[config.mk]
export PLATFORM = sky130hd
export DESIGN_NAME = fifo_push_arbiter_flat
export DESIGN_NICKNAME = d
export VERILOG_FILES = /design/src/rtl/fifo_push_arbiter_if.sv /design/src/rtl/fifo_push_arbiter.sv /design/src/flat_wrapper.sv
export SDC_FILE = /design/constraint.sdc
export NUM_CORES = 1
export LEC_CHECK = 0
export CAP_MARGIN = 20
export CELL_PAD_IN_SITES_DETAIL_PLACEMENT = 1
export CELL_PAD_IN_SITES_GLOBAL_PLACEMENT = 1
export CORE_UTILIZATION = 34
export CTS_BUF_LIST = sky130_fd_sc_hd__clkbuf_4 sky130_fd_sc_hd__clkbuf_8 sky130_fd_sc_hd__clkbuf_16
export DETAILED_ROUTE_END_ITERATION = 6
export PLACE_DENSITY_LB_ADDON = 0.15
export SLEW_MARGIN = 20
export SYNTH_ARGS = -nofsm -noshare
export SYNTH_HDL_FRONTEND = slang
export SYNTH_SLANG_ARGS = --single-unit
[constraint.sdc]
create_clock -name clk -period 2.2 [get_ports clk]
set_input_delay 0.22 -clock clk [delete_from_list [all_inputs] [get_ports clk]]
set_output_delay 0.22 -clock clk [all_outputs]
set_load 0.01 [all_outputs]
[src/rtl/fifo_push_arbiter_if.sv]
// Requester/FiFo-facing bundle for the push arbiter: request/data in, FiFo push side out.
// master = requesters plus FiFo status; slave = the arbiter itself.
interface fifo_push_arbiter_if #(
  parameter int N = 4,
  parameter int W = 2
);
  localparam int LGN = (N > 1) ? $clog2(N) : 1;

  logic [N-1:0]   io_req;
  logic [N*W-1:0] io_din;
  logic           io_fifo_full;
  logic [N-1:0]   io_grant;
  logic           io_fifo_push;
  logic [W-1:0]   io_fifo_din;
  logic [LGN-1:0] io_owner;
  logic           io_busy;

  modport master (
    output io_req, io_din, io_fifo_full,
    input  io_grant, io_fifo_push, io_fifo_din, io_owner, io_busy
  );

  modport slave (
    input  io_req, io_din, io_fifo_full,
    output io_grant, io_fifo_push, io_fifo_din, io_owner, io_busy
  );
endinterface

[src/rtl/fifo_push_arbiter.sv]
// Round-robin arbiter sharing one FiFo write port among N requesters in bounded bursts.
// Latency: one arbitration bubble, then one push per cycle for up to MAXBURST beats.
// Backpressure: FiFo full stalls the owner's tenure (no push, count holds) without revoking it.
module fifo_push_arbiter #(
  parameter int N        = 4,
  parameter int W        = 2,
  parameter int MAXBURST = 4
) (
  input  logic                 clk,
  input  logic                 reset,
  fifo_push_arbiter_if.slave   bus
);
  localparam int LGN = (N > 1) ? $clog2(N) : 1;
  localparam logic [7:0] LAST_BEAT = 8'(MAXBURST - 1);

  typedef enum logic {IDLE, OWN} state_t;

  state_t         state_q, state_d;
  logic [LGN-1:0] owner_q, owner_d;
  logic [LGN-1:0] ptr_q, ptr_d;
  logic [7:0]     cnt_q, cnt_d;

  logic [LGN-1:0] pick_idx;
  logic [LGN-1:0] scan_idx;
  logic           pick_vld;
  logic           own_req;
  logic           push;
  logic           in_own;

  // Scan from farthest to nearest so the first set request after ptr wins;
  // k == N wraps to ptr itself, giving the last owner lowest priority.
  always_comb begin
    pick_vld = 1'b0;
    pick_idx = '0;
    scan_idx = '0;
    for (int k = N; k >= 1; k--) begin
      scan_idx = ptr_q + LGN'(k);
      if (bus.io_req[scan_idx]) begin
        pick_vld = 1'b1;
        pick_idx = scan_idx;
      end
    end
  end

  assign in_own  = (state_q == OWN);
  assign own_req = bus.io_req[owner_q];
  assign push    = in_own && own_req && !bus.io_fifo_full && !reset;

  assign bus.io_fifo_push = push;
  assign bus.io_grant     = push ? (N'(1) << owner_q) : '0;
  assign bus.io_fifo_din  = in_own ? bus.io_din[owner_q*W +: W] : '0;
  assign bus.io_owner     = in_own ? owner_q : '0;
  assign bus.io_busy      = in_own;

  always_comb begin
    state_d = state_q;
    owner_d = owner_q;
    ptr_d   = ptr_q;
    cnt_d   = cnt_q;
    case (state_q)
      IDLE: begin
        if (pick_vld) begin
          state_d = OWN;
          owner_d = pick_idx;
          cnt_d   = '0;
        end
      end
      OWN: begin
        if (push) begin
          cnt_d = cnt_q + 8'd1;
        end
        if (!own_req || (push && (cnt_q == LAST_BEAT))) begin
          state_d = IDLE;
          ptr_d   = owner_q;
        end
      end
      default: state_d = IDLE;
    endcase
  end

  always_ff @(posedge clk) begin
    if (reset) begin
      state_q <= IDLE;
      owner_q <= '0;
      ptr_q   <= '1;
      cnt_q   <= '0;
    end else begin
      state_q <= state_d;
      owner_q <= owner_d;
      ptr_q   <= ptr_d;
      cnt_q   <= cnt_d;
    end
  end

  a_no_push_when_full : assert property (@(posedge clk) disable iff (reset)
    !(bus.io_fifo_push && bus.io_fifo_full));
  a_grant_onehot : assert property (@(posedge clk) disable iff (reset)
    $onehot0(bus.io_grant));
endmodule

[src/flat_wrapper.sv]
// flat-port wrapper written by rule: the top's interface ports become plain ports
module fifo_push_arbiter_flat 
#(
  parameter int N        = 4,
  parameter int W        = 2,
  parameter int MAXBURST = 4
)
  (clk, reset, bus_io_req, bus_io_din, bus_io_fifo_full, bus_io_grant, bus_io_fifo_push, bus_io_fifo_din, bus_io_owner, bus_io_busy);
  fifo_push_arbiter_if #(.N(N), .W(W)) bus_i ();
  input  logic clk;
  input  logic reset;
  input wire logic [$bits(bus_i.io_req)-1:0] bus_io_req;
  input wire logic [$bits(bus_i.io_din)-1:0] bus_io_din;
  input wire logic [$bits(bus_i.io_fifo_full)-1:0] bus_io_fifo_full;
  output wire logic [$bits(bus_i.io_grant)-1:0] bus_io_grant;
  output wire logic [$bits(bus_i.io_fifo_push)-1:0] bus_io_fifo_push;
  output wire logic [$bits(bus_i.io_fifo_din)-1:0] bus_io_fifo_din;
  output wire logic [$bits(bus_i.io_owner)-1:0] bus_io_owner;
  output wire logic [$bits(bus_i.io_busy)-1:0] bus_io_busy;
  assign bus_i.io_req = bus_io_req;
  assign bus_i.io_din = bus_io_din;
  assign bus_i.io_fifo_full = bus_io_fifo_full;
  assign bus_io_grant = bus_i.io_grant;
  assign bus_io_fifo_push = bus_i.io_fifo_push;
  assign bus_io_fifo_din = bus_i.io_fifo_din;
  assign bus_io_owner = bus_i.io_owner;
  assign bus_io_busy = bus_i.io_busy;
  fifo_push_arbiter #(.N(N), .W(W), .MAXBURST(MAXBURST)) u_core (.clk(clk), .reset(reset), .bus(bus_i));
endmodule
# Yosys cells after proc, flatten, opt, wreduce, memory -nomap -nowiden
# Index checks and enable logic that the tools add are counted.
# op_classes
add_sub_neg	4
order_cmp	5
n_eq_ne	3
shifts	2
n_mux	27
n_bitwise	1
n_reduce_logical	11
# ops
operator	n
2-to-1 mux 8 bit	2
one-hot mux 8 bit (2 select lines)	1
< comparator 2 x 3 -> 1 bit, second input constant	5
2-to-1 mux 2 bit	6
2-to-1 mux 1 bit	11
binary-select mux 1 bit (select 2 bit)	5
adder 8 x 1 -> 8 bit, second input constant	1
equality test 8 x 2 -> 1 bit, second input constant	1
indexed part select 8 x 4 -> 2 bit	1
AND reduction 2 bit	3
adder 2 bit, second input constant	2
logical AND 1 bit	4
2-to-1 mux 4 bit	1
<< shifter 1 x 2 -> 4 bit, first input constant	1
zero test 1 bit	3
adder 2 x 1 -> 2 bit, second input constant	1
inequality test 2 x 1 -> 1 bit, second input constant	1
inequality test 2 bit, second input constant	1
one-hot mux 1 bit (2 select lines)	1
logical OR 1 bit	1
inverter 1 bit	1
# word_totals
reg_bits	13
output_inout_bits	10

# Longest topological paths before layout
# Gate-level depths: netlist (run 1).
# depth
depth_word	9
depth_mapped	6

# Worst setup path after synthesis (run 1)
# Ideal clock, no wire load.
# synth_timing
path_kind	register to output
from	register u_core.owner_q[0]
to	output port bus_io_fifo_din[1]
arrival_ns	1.393
required_time_ns	1.980
slack_ns	0.587
stages_incl_launch_ff	4
path_cell_list	dfxtp_1 buf_1 mux4_1 and2_1
# synth_via
elab_chain_len	2
# synth_lines
item	line_no	rtl
start, declared	fifo_push_arbiter.sv:19	logic [LGN-1:0] owner_q, owner_d;
start signal, assigned	fifo_push_arbiter.sv:89	owner_q <= owner_d;
indexed part select 8 x 4 -> 2 bit	fifo_push_arbiter.sv:51	assign bus.io_fifo_din = in_own ? bus.io_din[owner_q*W +: W] : '0;
2-to-1 mux 2 bit	fifo_push_arbiter.sv:51	
end, declared	flat_wrapper.sv:17	output wire logic [$bits(bus_i.io_fifo_din)-1:0] bus_io_fifo_din;
# Every way passes these cells.

# Worst setup path in the final report (run 1)
# layout_timing
from	register u_core.owner_q[0]
to	output port bus_io_grant[3]
# layout_via
elab_chain_len	6
elab_cells_between_ends	7
classes_between	1 x shift; 3 x mux; 3 x reduce/logical
# layout_lines
item	line_no	rtl
binary-select mux 1 bit (select 2 bit)	fifo_push_arbiter.sv:46	assign own_req = bus.io_req[owner_q];
2-to-1 mux 1 bit (not written as such)	fifo_push_arbiter.sv:46	
logical AND 1 bit (3 in series)	fifo_push_arbiter.sv:47	assign push = in_own && own_req && !bus.io_fifo_full && !reset;
2-to-1 mux 4 bit *	fifo_push_arbiter.sv:50	assign bus.io_grant = push ? (N'(1) << owner_q) : '0;
end, declared	flat_wrapper.sv:15	output wire logic [$bits(bus_i.io_grant)-1:0] bus_io_grant;
# Mark *: on every way between the ends. The rest lies on a longest branch, timed or not. The select of a mux whose other input is x is not followed.

==> report_table.html, run 1 <==
<table>
<tr><th>Metric</th><th>Value</th></tr>
<tr><th colspan="2">Critical path</th></tr>
<tr><td>Sort of element at the end of the critical path</td><td>output pin</td></tr>
<tr><td>Required @ worst endpoint</td><td>1.98 ns</td></tr>
<tr><td>Startpoint types</td><td>flip-flop</td></tr>
<tr><td>Worst endpoint data arrival time</td><td>1.90 ns</td></tr>
<tr><td>Kind of critical path</td><td>flip-flop to output pin</td></tr>
<tr><td>Max Fanout on Critical Path</td><td>8</td></tr>
<tr><td>Setup slack of the worst register-to-register path</td><td>0.31 ns</td></tr>
<tr><th colspan="2">STA</th></tr>
<tr><td>Post-route minimum period</td><td>2.12 ns</td></tr>
<tr><td>Slew at the pin with the worst max-slew slack</td><td>0.399 ns</td></tr>
<tr><td>Number of hold violations in the final report</td><td>0</td></tr>
<tr><td>Max_slew headroom</td><td>0.732</td></tr>
<tr><td>Final slew viol count</td><td>0</td></tr>
<tr><td>Final clock skew</td><td>0.00587 ns</td></tr>
<tr><td>RSZ-0062 raised after global routing</td><td>no</td></tr>
<tr><td>Final hold slack</td><td>0.499 ns</td></tr>
<tr><td>Max Clock Freq</td><td>0.472 GHz</td></tr>
<tr><td>Final critical-path share of the clock period</td><td>0.964</td></tr>
<tr><td>Setup_tns</td><td>0 ns</td></tr>
<tr><td>Post-route setup slack</td><td>0.0797 ns</td></tr>
<tr><td>Final setup fails</td><td>0</td></tr>
<tr><th colspan="2">GRT</th></tr>
<tr><td>Antenna violations before repair</td><td>0</td></tr>
<tr><td>Total overflow reported by the global router</td><td>0</td></tr>
<tr><td>Number of global-route vias before repair</td><td>845</td></tr>
<tr><td>Wire length of the first global-routing pass</td><td>3.99 mm</td></tr>
<tr><td>Global-route usage over all layers</td><td>0.190</td></tr>
<tr><td>Largest net degree at the start of global routing</td><td>16</td></tr>
<tr><th colspan="2">Synth</th></tr>
<tr><td>Xor/xnor share of the synthesized area</td><td>0</td></tr>
<tr><td>Cells after synthesis</td><td>106</td></tr>
<tr><td>Simple-gate area share of the yosys netlist</td><td>0.284</td></tr>
<tr><td>Synth cell types</td><td>42</td></tr>
<tr><td>Synthesized area per cell</td><td>8.36 um2</td></tr>
<tr><td>FF+latch count, synth</td><td>13</td></tr>
<tr><td>Compound-gate portion of the synthesized area</td><td>0.230</td></tr>
<tr><td>Share of the yosys chip area belonging to registers</td><td>0.294</td></tr>
<tr><td>Total standard cell area after synthesis</td><td>886 um2</td></tr>
<tr><td>Area share of the leading cell type in the synthesized netlist</td><td>0.294</td></tr>
<tr><td>Post-Syn Nets</td><td>122</td></tr>
<tr><td>Leading cell types by total area after synthesis</td><td>dfxtp_1 29%, a21oi_1 5.1%, mux2i_1 4.5%</td></tr>
<tr><td>Count of yosys warnings during synthesis</td><td>0</td></tr>
<tr><td>Post-synthesis adder-cell area fraction</td><td>0.0141</td></tr>
<tr><td>Proportion of synthesized area in mux cells</td><td>0.126</td></tr>
<tr><td>Top cell type by total area after synthesis</td><td>dfxtp_1</td></tr>
<tr><td>Dominant combinational cell family by area after synthesis</td><td>simple AND/OR/NAND/NOR gates</td></tr>
<tr><th colspan="2">Detailed routing</th></tr>
<tr><td>Total length of routed met3 wires</td><td>122 um</td></tr>
<tr><td>Top layer used by detailed routing</td><td>met4</td></tr>
<tr><td>Length of the first detailed-routing pass in iterations</td><td>2</td></tr>
<tr><td>Iteration-0 DRC Markers</td><td>10</td></tr>
<tr><td>Remaining antenna violation count</td><td>0</td></tr>
<tr><td>Vias/cell</td><td>5.54</td></tr>
<tr><td>Met1 wire length</td><td>1.24 mm</td></tr>
<tr><td>Met2 wire length</td><td>1.10 mm</td></tr>
<tr><td>Detailed-route wire length per cell</td><td>14.9 um</td></tr>
<tr><td>Via count</td><td>920</td></tr>
<tr><td>Post-detailed-routing wire length</td><td>2.48 mm</td></tr>
<tr><td>DRC</td><td>0</td></tr>
<tr><th colspan="2">Final layout</th></tr>
<tr><td>Fraction of layout instances using a drive strength above 1</td><td>0.154</td></tr>
<tr><td>Area of combinational cells with multiple inputs</td><td>582 um2</td></tr>
<tr><td>Antenna diodes</td><td>0</td></tr>
<tr><td>Filler Cell Count</td><td>309</td></tr>
<tr><td>Layout net count</td><td>153</td></tr>
<tr><td>Post-route cell area</td><td>1230 um2</td></tr>
<tr><td>Leading cell types in the layout, fill and taps excluded</td><td>23 x clkdlybuf4s50_1, 11 x dfxtp_1, 9 x a21oi_1</td></tr>
<tr><td>Signed area change from the synthesized netlist to the final layout</td><td>38.4%</td></tr>
<tr><td>Most frequent standard cell in the layout excluding fill and tap cells</td><td>clkdlybuf4s50_1</td></tr>
<tr><td>Combined flip-flop and latch cell area</td><td>265 um2</td></tr>
<tr><th colspan="2">Die</th></tr>
<tr><td>Floorplan row count</td><td>18</td></tr>
<tr><td>Top-level I/O count</td><td>25</td></tr>
<tr><td>Initial core utilization</td><td>0.358</td></tr>
<tr><td>Width of the die</td><td>53.0 um</td></tr>
<tr><td>Standard cell core area</td><td>2480 um2</td></tr>
<tr><td>Die Ht</td><td>53.0 um</td></tr>
<tr><td>Total Die Area</td><td>2810 um2</td></tr>
<tr><th colspan="2">Clocking</th></tr>
<tr><td>Clock sink count</td><td>13</td></tr>
<tr><td>Clock Path Buffers</td><td>2</td></tr>
<tr><td>CTS tree</td><td>built</td></tr>
<tr><td>Number of buffers added by the clock tree synthesis step</td><td>3</td></tr>
<tr><td>CTS root buf</td><td>clkbuf_4</td></tr>
<tr><td>Clk Latency, worst-skew pair</td><td>0.28 ns</td></tr>
<tr><td>Post-CTS repair timing setup buffer count</td><td>0</td></tr>
<tr><td>Clk pin slew, worst setup/hold paths</td><td>0.09 ns</td></tr>
<tr><td>Count of hold buffers inserted by post-cts repair</td><td>0</td></tr>
<tr><td>H-tree lvl count</td><td>1</td></tr>
<tr><th colspan="2">Hold path</th></tr>
<tr><td>Class of the worst hold path</td><td>flip-flop to flip-flop</td></tr>
<tr><th colspan="2">Placed design</th></tr>
<tr><td>Placed cell area</td><td>1190 um2</td></tr>
<tr><td>Place WS</td><td>0.0614 ns</td></tr>
<tr><td>Last weighted congestion value of the routability-driven placer</td><td>0.797</td></tr>
<tr><td>Buffers added on ports</td><td>24</td></tr>
<tr><td>HPWL after detailed placement</td><td>1.94 mm</td></tr>
<tr><th colspan="2">Pwr</th></tr>
<tr><td>Worst IR Drop VDD</td><td>502 uV</td></tr>
<tr><td>Total power density per cell area</td><td>474 nW/um2</td></tr>
<tr><td>Leakage power</td><td>0.491 nW</td></tr>
<tr><th colspan="2">Status</th></tr>
<tr><td>Outcome</td><td>complete, no violations</td></tr>
<tr><th colspan="2">Job</th></tr>
<tr><td>Max-cap violations</td><td>0</td></tr>
</table>
[state kept, by name, summed over array words and instances (netlist names)]
signal / flops
u_core.ptr_q: 2
u_core.cnt_q: 8
u_core.owner_q: 2
u_core.bus.io_busy: 1
[timing repair]
item	in CTS	in global routing
endpoints found under the setup margin	5	3
hold endpoints to repair	0	0
gates resized for setup	2	3
[final cells by class]
class,instances,share of cell area
Clock buffer,3,0.0184
Clock inverter,1,0.00408
Inverter,7,0.0214
Multi-Input combinational cell,82,0.474
Sequential cell,13,0.216
Tap cell,30,0.0306
Timing Repair Buffer,30,0.235
[metrics by stage]
stage,std cells,util,power [mW]
after floorplan,106,-,0.356
after global placement,162,0.480,0.428
after detailed placement,162,0.480,0.434
after CTS,166,0.492,0.589
after global routing,166,0.495,0.619
final,166,0.495,0.582
[worst paths after layout]
path,startpoint,endpoint,cells past startpoint
setup reg to reg,u_core.cnt_q[0],u_core.ptr_q[0],5
hold / removal,u_core.cnt_q[7],u_core.cnt_q[7],2
setup / recovery,u_core.owner_q[0],bus_io_grant[3],4
hold reg to reg,u_core.cnt_q[7],u_core.cnt_q[7],2
[worst max-delay path, stage by stage, from the launching register on]
cell	delay, ns
dfxtp_4	0.41
mux2_2	0.38
nor2b_2	0.18
and3_1	0.17
clkdlybuf4s50_1	0.47
[report_power, final]
group	leakage (nW)	switching, mW	total (mW)	internal [mW]
sequential	0.107	0.0226	0.270	0.248
combinational	0.367	0.0676	0.159	0.0912
clock	0.0177	0.0851	0.153	0.0675
[cell families (layout without fill, tap and decap cells)]
logic type      Yosys count  count (layout)
compound gates           30              30
fa+ha+maj                 1               1
buf+inv                  11              41
flops                    13              13
mux                       8               8
simple gates             43              43
[metal layers]
metal | global-route usage | up-vias
met5 | 0 | -
met4 | 0.0263 | 0
met3 | 0.0546 | 2
met2 | 0.291 | 19
met1 | 0.266 | 435
li1 | - | 464
[synth_stat cells]
library cell / n
nand4_1: 1
and3_1: 2
ha_1: 1
nor2_1: 8
o31a_1: 1
dfxtp_1: 13
nor4b_1: 1
clkbuf_1: 1
o21ai_1: 1
a31oi_1: 1
nand2_1: 7
o21a_1: 1
inv_1: 7
nand2b_1: 2
o22ai_1: 2
or4b_1: 1
buf_4: 1
buf_2: 1
buf_1: 1
a21oi_1: 9
nor2_2: 1
mux2i_1: 4
nor2b_1: 2
and2b_1: 1
and2_1: 4
a311oi_1: 1
o2bb2ai_1: 1
a22oi_1: 1
a32oi_2: 1
or4_1: 3
and4bb_2: 1
o21ai_0: 2
nor4_2: 1
nand3_1: 5
or2_2: 1
o31ai_1: 5
or3_1: 1
mux4_2: 1
and3b_1: 1
o211ai_1: 4
mux2_2: 2
mux4_1: 1
(Power assumes the default switching activity.)
==> run 2, diff against run 1 <==
--- a/config.mk
+++ b/config.mk
@@ -11,7 +11,8 @@
 export CORE_UTILIZATION = 34
 export CTS_BUF_LIST = sky130_fd_sc_hd__clkbuf_4 sky130_fd_sc_hd__clkbuf_8 sky130_fd_sc_hd__clkbuf_16
 export DETAILED_ROUTE_END_ITERATION = 6
-export PLACE_DENSITY_LB_ADDON = 0.15
+export GPL_TIMING_DRIVEN = 0
+export PLACE_DENSITY = 0.86
 export SLEW_MARGIN = 20
 export SYNTH_ARGS = -nofsm -noshare
 export SYNTH_HDL_FRONTEND = slang
==> run 2 against run 1 <==
Sequential power is 3% lower. Clock skew is 0.0037 ns lower. Sequential cell count did not move. Largest cell class unchanged. Highest routed layer unchanged. Register-to-register slack barely moved. First-iteration DRC count is 10% lower. Power increased by 4.6%. Combinational power increased by 10%. Count of clock-buffer cells in the layout rose by 1. Sequential share of layout area decreased by 0.63 points. Die area did not move.
==> report_table.html, run 2 (synthesized netlist as in run 1, its figures left out) <==
<table>
<tr><th>Metric</th><th>Value</th></tr>
<tr><th colspan="2">Critical path</th></tr>
<tr><td>Required @ worst endpoint</td><td>1.98 ns (about the same)</td></tr>
<tr><td>Sort of element at the end of the critical path</td><td>output pin (unchanged)</td></tr>
<tr><td>Worst endpoint data arrival time</td><td>1.89 ns (was 1.90 ns)</td></tr>
<tr><td>Setup slack of the worst register-to-register path</td><td>0.32 ns (was 0.31 ns)</td></tr>
<tr><td>Critical path cell sequence</td><td>clkdlybuf4s50_1, mux2_2, nor2b_4, and3b_1, clkdlybuf4s50_1 (was mux2_2, nor2b_2, and3_1, clkdlybuf4s50_1)</td></tr>
<tr><td>Critical path capture point</td><td>bus_io_grant[2] (was bus_io_grant[3])</td></tr>
<tr><td>R2R Path End</td><td>u_core.ptr_q[0] (unchanged)</td></tr>
<tr><td>WP depth</td><td>5 (was 4)</td></tr>
<tr><td>Maximum cell stage delay along the critical path</td><td>0.55 ns (was 0.47 ns)</td></tr>
<tr><td>Slowest cell on the critical path</td><td>clkdlybuf4s50_1 (unchanged)</td></tr>
<tr><td>Startpoint types</td><td>input pin (was flip-flop)</td></tr>
<tr><td>Kind of critical path</td><td>input pin to output pin (was flip-flop to output pin)</td></tr>
<tr><td>Max Fanout on Critical Path</td><td>4 (was 8)</td></tr>
<tr><td>Depth of the most critical reg-to-reg path</td><td>5 (unchanged)</td></tr>
<tr><td>Crit Reg-Reg Startpoint</td><td>u_core.cnt_q[0] (unchanged)</td></tr>
<tr><td>Library cell appearing most often on the critical path</td><td>clkdlybuf4s50_1</td></tr>
<tr><td>CP startpoint</td><td>bus_io_req[2] (was u_core.owner_q[0])</td></tr>
<tr><td>Buffers and inverters on the worst path</td><td>2 (was 1)</td></tr>
<tr><td>Worst path top cell family by delay</td><td>buffers and inverters (unchanged)</td></tr>
<tr><th colspan="2">STA</th></tr>
<tr><td>Max Clock Freq</td><td>0.474 GHz (was 0.472 GHz)</td></tr>
<tr><td>Number of hold violations in the final report</td><td>0 (unchanged)</td></tr>
<tr><td>Final critical-path share of the clock period</td><td>0.959 (was 0.964)</td></tr>
<tr><td>Final clock skew</td><td>0.00221 ns (was 0.00587 ns)</td></tr>
<tr><td>Post-route setup slack</td><td>0.0902 ns (was 0.0797 ns)</td></tr>
<tr><td>Final setup fails</td><td>0 (unchanged)</td></tr>
<tr><td>Final slew viol count</td><td>0 (unchanged)</td></tr>
<tr><td>Post-route minimum period</td><td>2.11 ns (was 2.12 ns)</td></tr>
<tr><td>Slew at the pin with the worst max-slew slack</td><td>0.467 ns (was 0.399 ns)</td></tr>
<tr><td>RSZ-0062 raised after global routing</td><td>no (unchanged)</td></tr>
<tr><td>Setup_tns</td><td>0 ns (unchanged)</td></tr>
<tr><td>Max_slew headroom</td><td>0.689 (was 0.732)</td></tr>
<tr><th colspan="2">Pwr</th></tr>
<tr><td>Total power density per cell area</td><td>486 nW/um2 (was 474 nW/um2)</td></tr>
<tr><td>Worst IR Drop VDD</td><td>318 uV (was 502 uV)</td></tr>
<tr><td>Leakage power</td><td>0.514 nW (was 0.491 nW)</td></tr>
<tr><th colspan="2">Hold path</th></tr>
<tr><td>Class of the worst hold path</td><td>flip-flop to flip-flop (unchanged)</td></tr>
<tr><td>Number of cells traversed by the worst hold path</td><td>2 (unchanged)</td></tr>
<tr><th colspan="2">Placed design</th></tr>
<tr><td>Buffers added on ports</td><td>24 (unchanged)</td></tr>
<tr><td>Place WS</td><td>-0.216 ns (was 0.0614 ns)</td></tr>
<tr><td>Placed Cells</td><td>160 (was 162)</td></tr>
<tr><td>Last weighted congestion value of the routability-driven placer</td><td>0.835 (was 0.797)</td></tr>
<tr><td>HPWL after detailed placement</td><td>2.03 mm (was 1.94 mm)</td></tr>
<tr><th colspan="2">GRT</th></tr>
<tr><td>Number of global-route vias before repair</td><td>937 (was 845)</td></tr>
<tr><td>Global-route usage over all layers</td><td>0.217 (was 0.190)</td></tr>
<tr><td>Wire length of the first global-routing pass</td><td>4.36 mm (was 3.99 mm)</td></tr>
<tr><td>Largest net degree at the start of global routing</td><td>11 (was 16)</td></tr>
<tr><td>Antenna violations before repair</td><td>0 (unchanged)</td></tr>
<tr><td>Total overflow reported by the global router</td><td>0 (unchanged)</td></tr>
<tr><th colspan="2">Die</th></tr>
<tr><td>Initial core utilization</td><td>0.358 (unchanged)</td></tr>
<tr><td>Standard cell core area</td><td>2480 um2 (unchanged)</td></tr>
<tr><td>Die Ht</td><td>53.0 um (unchanged)</td></tr>
<tr><td>Floorplan row count</td><td>18 (unchanged)</td></tr>
<tr><td>Total Die Area</td><td>2810 um2 (unchanged)</td></tr>
<tr><td>Top-level I/O count</td><td>25 (unchanged)</td></tr>
<tr><td>Width of the die</td><td>53.0 um (unchanged)</td></tr>
<tr><th colspan="2">Status</th></tr>
<tr><td>Outcome</td><td>complete, no violations (unchanged)</td></tr>
<tr><th colspan="2">Detailed routing</th></tr>
<tr><td>Remaining antenna violation count</td><td>0 (unchanged)</td></tr>
<tr><td>Via count</td><td>937 (was 920)</td></tr>
<tr><td>Detailed-route wire length per cell</td><td>16.5 um (was 14.9 um)</td></tr>
<tr><td>Iteration-0 DRC Markers</td><td>9 (was 10)</td></tr>
<tr><td>Total length of routed met3 wires</td><td>100 um (was 122 um)</td></tr>
<tr><td>Post-detailed-routing wire length</td><td>2.74 mm (was 2.48 mm)</td></tr>
<tr><td>Met2 wire length</td><td>1.55 mm (was 1.10 mm)</td></tr>
<tr><td>Met1 wire length</td><td>1.07 mm (was 1.24 mm)</td></tr>
<tr><td>Length of the first detailed-routing pass in iterations</td><td>4 (was 2)</td></tr>
<tr><td>Top layer used by detailed routing</td><td>met4 (unchanged)</td></tr>
<tr><td>DRC</td><td>0 (unchanged)</td></tr>
<tr><td>Vias/cell</td><td>5.64 (was 5.54)</td></tr>
<tr><th colspan="2">Final layout</th></tr>
<tr><td>Leading cell types in the layout, fill and taps excluded</td><td>18 x clkdlybuf4s50_1, 11 x dfxtp_1, 9 x a21oi_1 (was 23 x clkdlybuf4s50_1, 11 x dfxtp_1, 9 x a21oi_1)</td></tr>
<tr><td>Reg with most FFs</td><td>u_core.cnt_q (unchanged)</td></tr>
<tr><td>Registers with the highest flip-flop counts</td><td>u_core.cnt_q (8), u_core.owner_q (2), u_core.ptr_q (2) (unchanged)</td></tr>
<tr><td>Most frequent standard cell in the layout excluding fill and tap cells</td><td>clkdlybuf4s50_1 (unchanged)</td></tr>
<tr><td>Signed area change from the synthesized netlist to the final layout</td><td>41.2% (was 38.4%)</td></tr>
<tr><td>Antenna diodes</td><td>0 (unchanged)</td></tr>
<tr><td>Fin cells</td><td>166 (unchanged)</td></tr>
<tr><td>Flip-flop count of the largest register after layout</td><td>8 (unchanged)</td></tr>
<tr><td>Layout net count</td><td>153 (unchanged)</td></tr>
<tr><td>Fraction of layout instances using a drive strength above 1</td><td>0.154 (unchanged)</td></tr>
<tr><th colspan="2">Clocking</th></tr>
<tr><td>CTS tree</td><td>built (unchanged)</td></tr>
<tr><td>Clock Path Buffers</td><td>2 (unchanged)</td></tr>
<tr><td>Clock sink count</td><td>13 (unchanged)</td></tr>
<tr><td>Clk pin slew, worst setup/hold paths</td><td>0.08 ns (was 0.09 ns)</td></tr>
<tr><td>Clk Latency, worst-skew pair</td><td>0.29 ns (was 0.28 ns)</td></tr>
<tr><td>CTS root buf</td><td>clkbuf_4 (unchanged)</td></tr>
<tr><td>Number of buffers added by the clock tree synthesis step</td><td>3 (unchanged)</td></tr>
<tr><td>H-tree lvl count</td><td>1 (unchanged)</td></tr>
<tr><th colspan="2">Job</th></tr>
<tr><td>Max-cap violations</td><td>0 (unchanged)</td></tr>
</table>
[run 2: changes by cell type in the layout (fill, tap and decap cells not counted), sizes merged]
cell / delta
dlygate4sd2: +4
dlymetal6s2s: +1
clkdlybuf4s50: -5
clkbuf: +3
clkinv: -1
buf: -2
[run 2: how the worst min path moves through the flow]
stage,start,endpoint
3_3_place_gp,u_core.cnt_q[7],u_core.cnt_q[7]
2_1_floorplan,reset,u_core.cnt_q[5]
4_1_cts,u_core.cnt_q[7],u_core.cnt_q[7]
5_1_grt,u_core.cnt_q[7],u_core.cnt_q[7]
6_report,u_core.cnt_q[7],u_core.cnt_q[7]
3_5_place_dp,u_core.cnt_q[7],u_core.cnt_q[7]
[run 2: area by class of cell]
cell class | instances | area, um2
buffer | 4 | 33.8
inverter | 7 | 26.3
multi-input combinational | 82 | 606
timing repair buffer | 26 | 255
tap | 30 | 37.5
clock buffer | 4 | 30.0
sequential | 13 | 263
fill | 321 | 1230
[run 2: tightest hold or removal path: stages (launching register included)]
cell	delay, ns
dfxtp_1	0.33
o31ai_1	0.06
a21oi_1	0.06
[run 2: where the power goes]
group	switching, mW	leakage (nW)	internal (mW)
sequential	0.0154	0.107	0.247
clock	0.0870	0.0184	0.0830
combinational	0.0842	0.389	0.0912
[run 2: metal layers]
layer | GRT usage | up-vias
met4 | 0.0789 | 0
met3 | 0.0546 | 3
li1 | - | 466
met1 | 0.229 | 450
met2 | 0.405 | 18
met5 | 0 | -
[run 2: metrics by stage]
| step | util | instance area (um2) | hold slack, ns | total power [mW] |
|---|---|---|---|---|
| floorplan | - | 886 | 0.428 | 0.356 |
| global placement | 0.470 | 1160 | 0.468 | 0.422 |
| detailed placement | 0.470 | 1160 | 0.488 | 0.430 |
| CTS | 0.496 | 1230 | 0.500 | 0.607 |
| global route | 0.505 | 1250 | 0.512 | 0.641 |
| finish | 0.505 | 1250 | 0.495 | 0.608 |
[run 2: what timing repair did]
action / CTS / global route
pin swaps: 1 / 0
buffers inserted: 2 / 0
resized for setup: 11 / 7
hold buffers: 0 / 0
endpoints found under the setup margin: 7 / 6
==> run 3, diff against run 2 <==
--- a/config.mk
+++ b/config.mk
@@ -8,11 +8,11 @@
 export CAP_MARGIN = 20
 export CELL_PAD_IN_SITES_DETAIL_PLACEMENT = 1
 export CELL_PAD_IN_SITES_GLOBAL_PLACEMENT = 1
-export CORE_UTILIZATION = 34
+export CORE_UTILIZATION = 36
 export CTS_BUF_LIST = sky130_fd_sc_hd__clkbuf_4 sky130_fd_sc_hd__clkbuf_8 sky130_fd_sc_hd__clkbuf_16
 export DETAILED_ROUTE_END_ITERATION = 6
 export GPL_TIMING_DRIVEN = 0
-export PLACE_DENSITY = 0.86
+export PLACE_DENSITY = 0.9
 export SLEW_MARGIN = 20
 export SYNTH_ARGS = -nofsm -noshare
 export SYNTH_HDL_FRONTEND = slang
==> constraint.sdc (replaced) <==
create_clock -name clk -period 2.5 [get_ports clk]
set_input_delay 0.25 -clock clk [delete_from_list [all_inputs] [get_ports clk]]
set_output_delay 0.25 -clock clk [all_outputs]
set_load 0.01 [all_outputs]
==> run 3 against run 2 <==
Count of clock-buffer cells in the layout stayed put. Via count grew 0.32%. Critical endpoint unchanged. Setup slack worse by 0.0062 ns. Critical path type unchanged. Largest power group unchanged. Combinational power fell by 15%.
==> report_table.html, run 3 (synthesized netlist as in run 1, its figures left out) <==
<table>
<tr><th>Metric</th><th>Value</th></tr>
<tr><th colspan="2">Clocking</th></tr>
<tr><td>Number of buffers added by the clock tree synthesis step</td><td>3 (unchanged)</td></tr>
<tr><td>Clock Path Buffers</td><td>2 (unchanged)</td></tr>
<tr><td>CTS tree</td><td>built (unchanged)</td></tr>
<tr><td>Post-CTS repair timing setup buffer count</td><td>0 (was 2)</td></tr>
<tr><td>Clk pin slew, worst setup/hold paths</td><td>0.08 ns (about the same)</td></tr>
<tr><td>H-tree lvl count</td><td>1 (unchanged)</td></tr>
<tr><td>Count of hold buffers inserted by post-cts repair</td><td>0 (unchanged)</td></tr>
<tr><td>CTS root buf</td><td>clkbuf_4 (unchanged)</td></tr>
<tr><td>Clock sink count</td><td>13 (unchanged)</td></tr>
<tr><td>Clk Latency, worst-skew pair</td><td>0.27 ns (was 0.29 ns)</td></tr>
<tr><th colspan="2">Critical path</th></tr>
<tr><td>Depth of the most critical reg-to-reg path</td><td>5 (unchanged)</td></tr>
<tr><td>Crit Reg-Reg Startpoint</td><td>u_core.cnt_q[1] (was u_core.cnt_q[0])</td></tr>
<tr><td>Kind of critical path</td><td>input pin to output pin (unchanged)</td></tr>
<tr><td>Worst endpoint data arrival time</td><td>2.17 ns (was 1.89 ns)</td></tr>
<tr><td>Critical path capture point</td><td>bus_io_grant[2] (unchanged)</td></tr>
<tr><td>CP startpoint</td><td>bus_io_req[3] (was bus_io_req[2])</td></tr>
<tr><td>Startpoint types</td><td>input pin (unchanged)</td></tr>
<tr><td>Sort of element at the end of the critical path</td><td>output pin (unchanged)</td></tr>
<tr><td>Max Fanout on Critical Path</td><td>7 (was 4)</td></tr>
<tr><td>Setup slack of the worst register-to-register path</td><td>0.66 ns (was 0.32 ns)</td></tr>
<tr><td>Required @ worst endpoint</td><td>2.25 ns (was 1.98 ns)</td></tr>
<tr><td>R2R Path End</td><td>u_core.ptr_q[0] (unchanged)</td></tr>
<tr><th colspan="2">STA</th></tr>
<tr><td>RSZ-0062 raised after global routing</td><td>no (unchanged)</td></tr>
<tr><td>Number of hold violations in the final report</td><td>0 (unchanged)</td></tr>
<tr><td>Final slew viol count</td><td>0 (unchanged)</td></tr>
<tr><td>Final setup fails</td><td>0 (unchanged)</td></tr>
<tr><td>Final critical-path share of the clock period</td><td>0.966</td></tr>
<tr><td>Slew at the pin with the worst max-slew slack</td><td>0.474 ns (was 0.467 ns)</td></tr>
<tr><td>Setup_tns</td><td>0 ns (unchanged)</td></tr>
<tr><td>Max_slew headroom</td><td>0.684 (was 0.689)</td></tr>
<tr><td>Max Clock Freq</td><td>0.414 GHz</td></tr>
<tr><td>Final clock skew</td><td>0.00542 ns (was 0.00221 ns)</td></tr>
<tr><td>Post-route minimum period</td><td>2.42 ns</td></tr>
<tr><th colspan="2">Pwr</th></tr>
<tr><td>Power share of the clock group</td><td>0.270 (was 0.280)</td></tr>
<tr><td>Combinational cell fraction of total power</td><td>0.288 (about the same)</td></tr>
<tr><td>Cell internal power dissipation</td><td>367 uW (was 422 uW)</td></tr>
<tr><td>Total power density per cell area</td><td>429 nW/um2 (was 486 nW/um2)</td></tr>
<tr><td>Switch share</td><td>0.291 (was 0.307)</td></tr>
<tr><td>Sequential group share of total power</td><td>0.442 (was 0.432)</td></tr>
<tr><td>Switching power of the nets</td><td>151 uW (was 187 uW)</td></tr>
<tr><td>Leakage power</td><td>0.457 nW (was 0.514 nW)</td></tr>
<tr><td>Worst IR Drop VDD</td><td>284 uV (was 318 uV)</td></tr>
<tr><th colspan="2">Die</th></tr>
<tr><td>Die Ht</td><td>51.6 um (was 53.0 um)</td></tr>
<tr><td>Width of the die</td><td>51.6 um (was 53.0 um)</td></tr>
<tr><td>Floorplan row count</td><td>17 (was 18)</td></tr>
<tr><td>Standard cell core area</td><td>2280 um2 (was 2480 um2)</td></tr>
<tr><td>Total Die Area</td><td>2660 um2 (was 2810 um2)</td></tr>
<tr><td>Initial core utilization</td><td>0.389 (was 0.358)</td></tr>
<tr><td>Top-level I/O count</td><td>25 (unchanged)</td></tr>
<tr><th colspan="2">Placed design</th></tr>
<tr><td>HPWL after detailed placement</td><td>2.06 mm (was 2.03 mm)</td></tr>
<tr><td>Buffers added on ports</td><td>24 (unchanged)</td></tr>
<tr><td>Last weighted congestion value of the routability-driven placer</td><td>0.835 (about the same)</td></tr>
<tr><th colspan="2">Final layout</th></tr>
<tr><td>Area of combinational cells with multiple inputs</td><td>591 um2 (was 606 um2)</td></tr>
<tr><td>Registers with the highest flip-flop counts</td><td>u_core.cnt_q (8), u_core.owner_q (2), u_core.ptr_q (2) (unchanged)</td></tr>
<tr><td>Reg with most FFs</td><td>u_core.cnt_q (unchanged)</td></tr>
<tr><td>Combined flip-flop and latch cell area</td><td>260 um2 (was 263 um2)</td></tr>
<tr><td>Fraction of layout instances using a drive strength above 1</td><td>0.112 (was 0.154)</td></tr>
<tr><td>Filler Cell Count</td><td>277 (was 321)</td></tr>
<tr><td>Most frequent standard cell in the layout excluding fill and tap cells</td><td>clkdlybuf4s50_1 (unchanged)</td></tr>
<tr><td>Post-layout utilization of the core</td><td>0.531 (was 0.505)</td></tr>
<tr><td>Antenna diodes</td><td>0 (unchanged)</td></tr>
<tr><td>Flip-flop count of the largest register after layout</td><td>8 (unchanged)</td></tr>
<tr><td>Signed area change from the synthesized netlist to the final layout</td><td>36.3% (was 41.2%)</td></tr>
<tr><td>Leading cell types in the layout, fill and taps excluded</td><td>24 x clkdlybuf4s50_1, 13 x dfxtp_1, 9 x a21oi_1 (was 18 x clkdlybuf4s50_1, 11 x dfxtp_1, 9 x a21oi_1)</td></tr>
<tr><td>Layout net count</td><td>151 (was 153)</td></tr>
<tr><th colspan="2">GRT</th></tr>
<tr><td>Antenna violations before repair</td><td>0 (unchanged)</td></tr>
<tr><td>Largest net degree at the start of global routing</td><td>11 (unchanged)</td></tr>
<tr><td>Number of global-route vias before repair</td><td>935 (was 937)</td></tr>
<tr><td>Global-route usage over all layers</td><td>0.221 (was 0.217)</td></tr>
<tr><td>Wire length of the first global-routing pass</td><td>4.35 mm (was 4.36 mm)</td></tr>
<tr><td>Total overflow reported by the global router</td><td>0 (unchanged)</td></tr>
<tr><th colspan="2">Detailed routing</th></tr>
<tr><td>Remaining antenna violation count</td><td>0 (unchanged)</td></tr>
<tr><td>DRC</td><td>0 (unchanged)</td></tr>
<tr><td>Vias/cell</td><td>5.80 (was 5.64)</td></tr>
<tr><td>Length of the first detailed-routing pass in iterations</td><td>4 (unchanged)</td></tr>
<tr><td>Iteration-0 DRC Markers</td><td>15 (was 9)</td></tr>
<tr><td>Detailed-route wire length per cell</td><td>16.4 um (was 16.5 um)</td></tr>
<tr><td>Via count</td><td>940 (was 937)</td></tr>
<tr><td>Post-detailed-routing wire length</td><td>2.66 mm (was 2.74 mm)</td></tr>
<tr><th colspan="2">Job</th></tr>
<tr><td>Max-cap violations</td><td>0 (unchanged)</td></tr>
<tr><th colspan="2">Hold path</th></tr>
<tr><td>Class of the worst hold path</td><td>flip-flop to flip-flop (unchanged)</td></tr>
<tr><td>Min-Delay Startpoint</td><td>u_core.cnt_q[7] (unchanged)</td></tr>
<tr><th colspan="2">Status</th></tr>
<tr><td>Outcome</td><td>complete, no violations (unchanged)</td></tr>
</table>
-- run 3: stage by stage --
step / setup WS (ns) / total power, mW / hold WS (ns) / area, um2 / instances
3_5_place_dp: 0.0225 / 0.378 / 0.486 / 1160 / 158
3_3_place_gp: 0.0523 / 0.370 / 0.469 / 1160 / 158
4_1_cts: 0.0207 / 0.517 / 0.497 / 1190 / 162
5_1_grt: 0.00475 / 0.544 / 0.535 / 1210 / 162
6_report: 0.0840 / 0.518 / 0.495 / 1210 / 162
2_1_floorplan: 0.857 / 0.313 / 0.449 / 886 / 106
-- run 3: worst max-delay path, stage by stage --
cell,delay (ns)
clkdlybuf4s50_1,0.59
mux2_2,0.26
nor2b_1,0.31
and3b_1,0.21
clkdlybuf4s50_1,0.54
-- run 3: final cells by class --
class	instances	area share
buffer	4	0.0207
clock buffer	4	0.0249
inverter	7	0.0218
multi-input combinational	82	0.489
sequential	13	0.216
tap	28	0.0290
timing repair buffer	24	0.199
-- run 3: worst min-delay path by stage --
stage	end	slack [ns]	cells past startpoint
floorplan	u_core.cnt_q[7]	0.45	2
global placement	u_core.cnt_q[7]	0.47	2
detailed placement	u_core.cnt_q[7]	0.49	2
CTS	u_core.cnt_q[7]	0.50	2
global route	u_core.cnt_q[7]	0.54	2
finish	u_core.cnt_q[7]	0.50	2
-- run 3: power by group through the flow --
stage / sequential [mW] / clock (mW) / combinational (mW)
4_1_cts: 0.229 / 0.142 / 0.146
2_1_floorplan: 0.231 / 0 / 0.0819
3_3_place_gp: 0.233 / 0 / 0.137
6_report: 0.229 / 0.140 / 0.149
3_5_place_dp: 0.234 / 0 / 0.144
5_1_grt: 0.230 / 0.150 / 0.163
-- run 3: routing by layer --
layer,share of wire,track usage
met5,0,0
met4,0.0079,0.0586
met3,0.022,0.0351
met2,0.54,0.426
met1,0.43,0.246
-- run 3: timing repair --
| action | 4_1_cts | 5_1_grt |
|---|---|---|
| endpoints found under the setup margin | 3 | 1 |
| resized for setup | 1 | 2 |
| pin swaps | 0 | 0 |
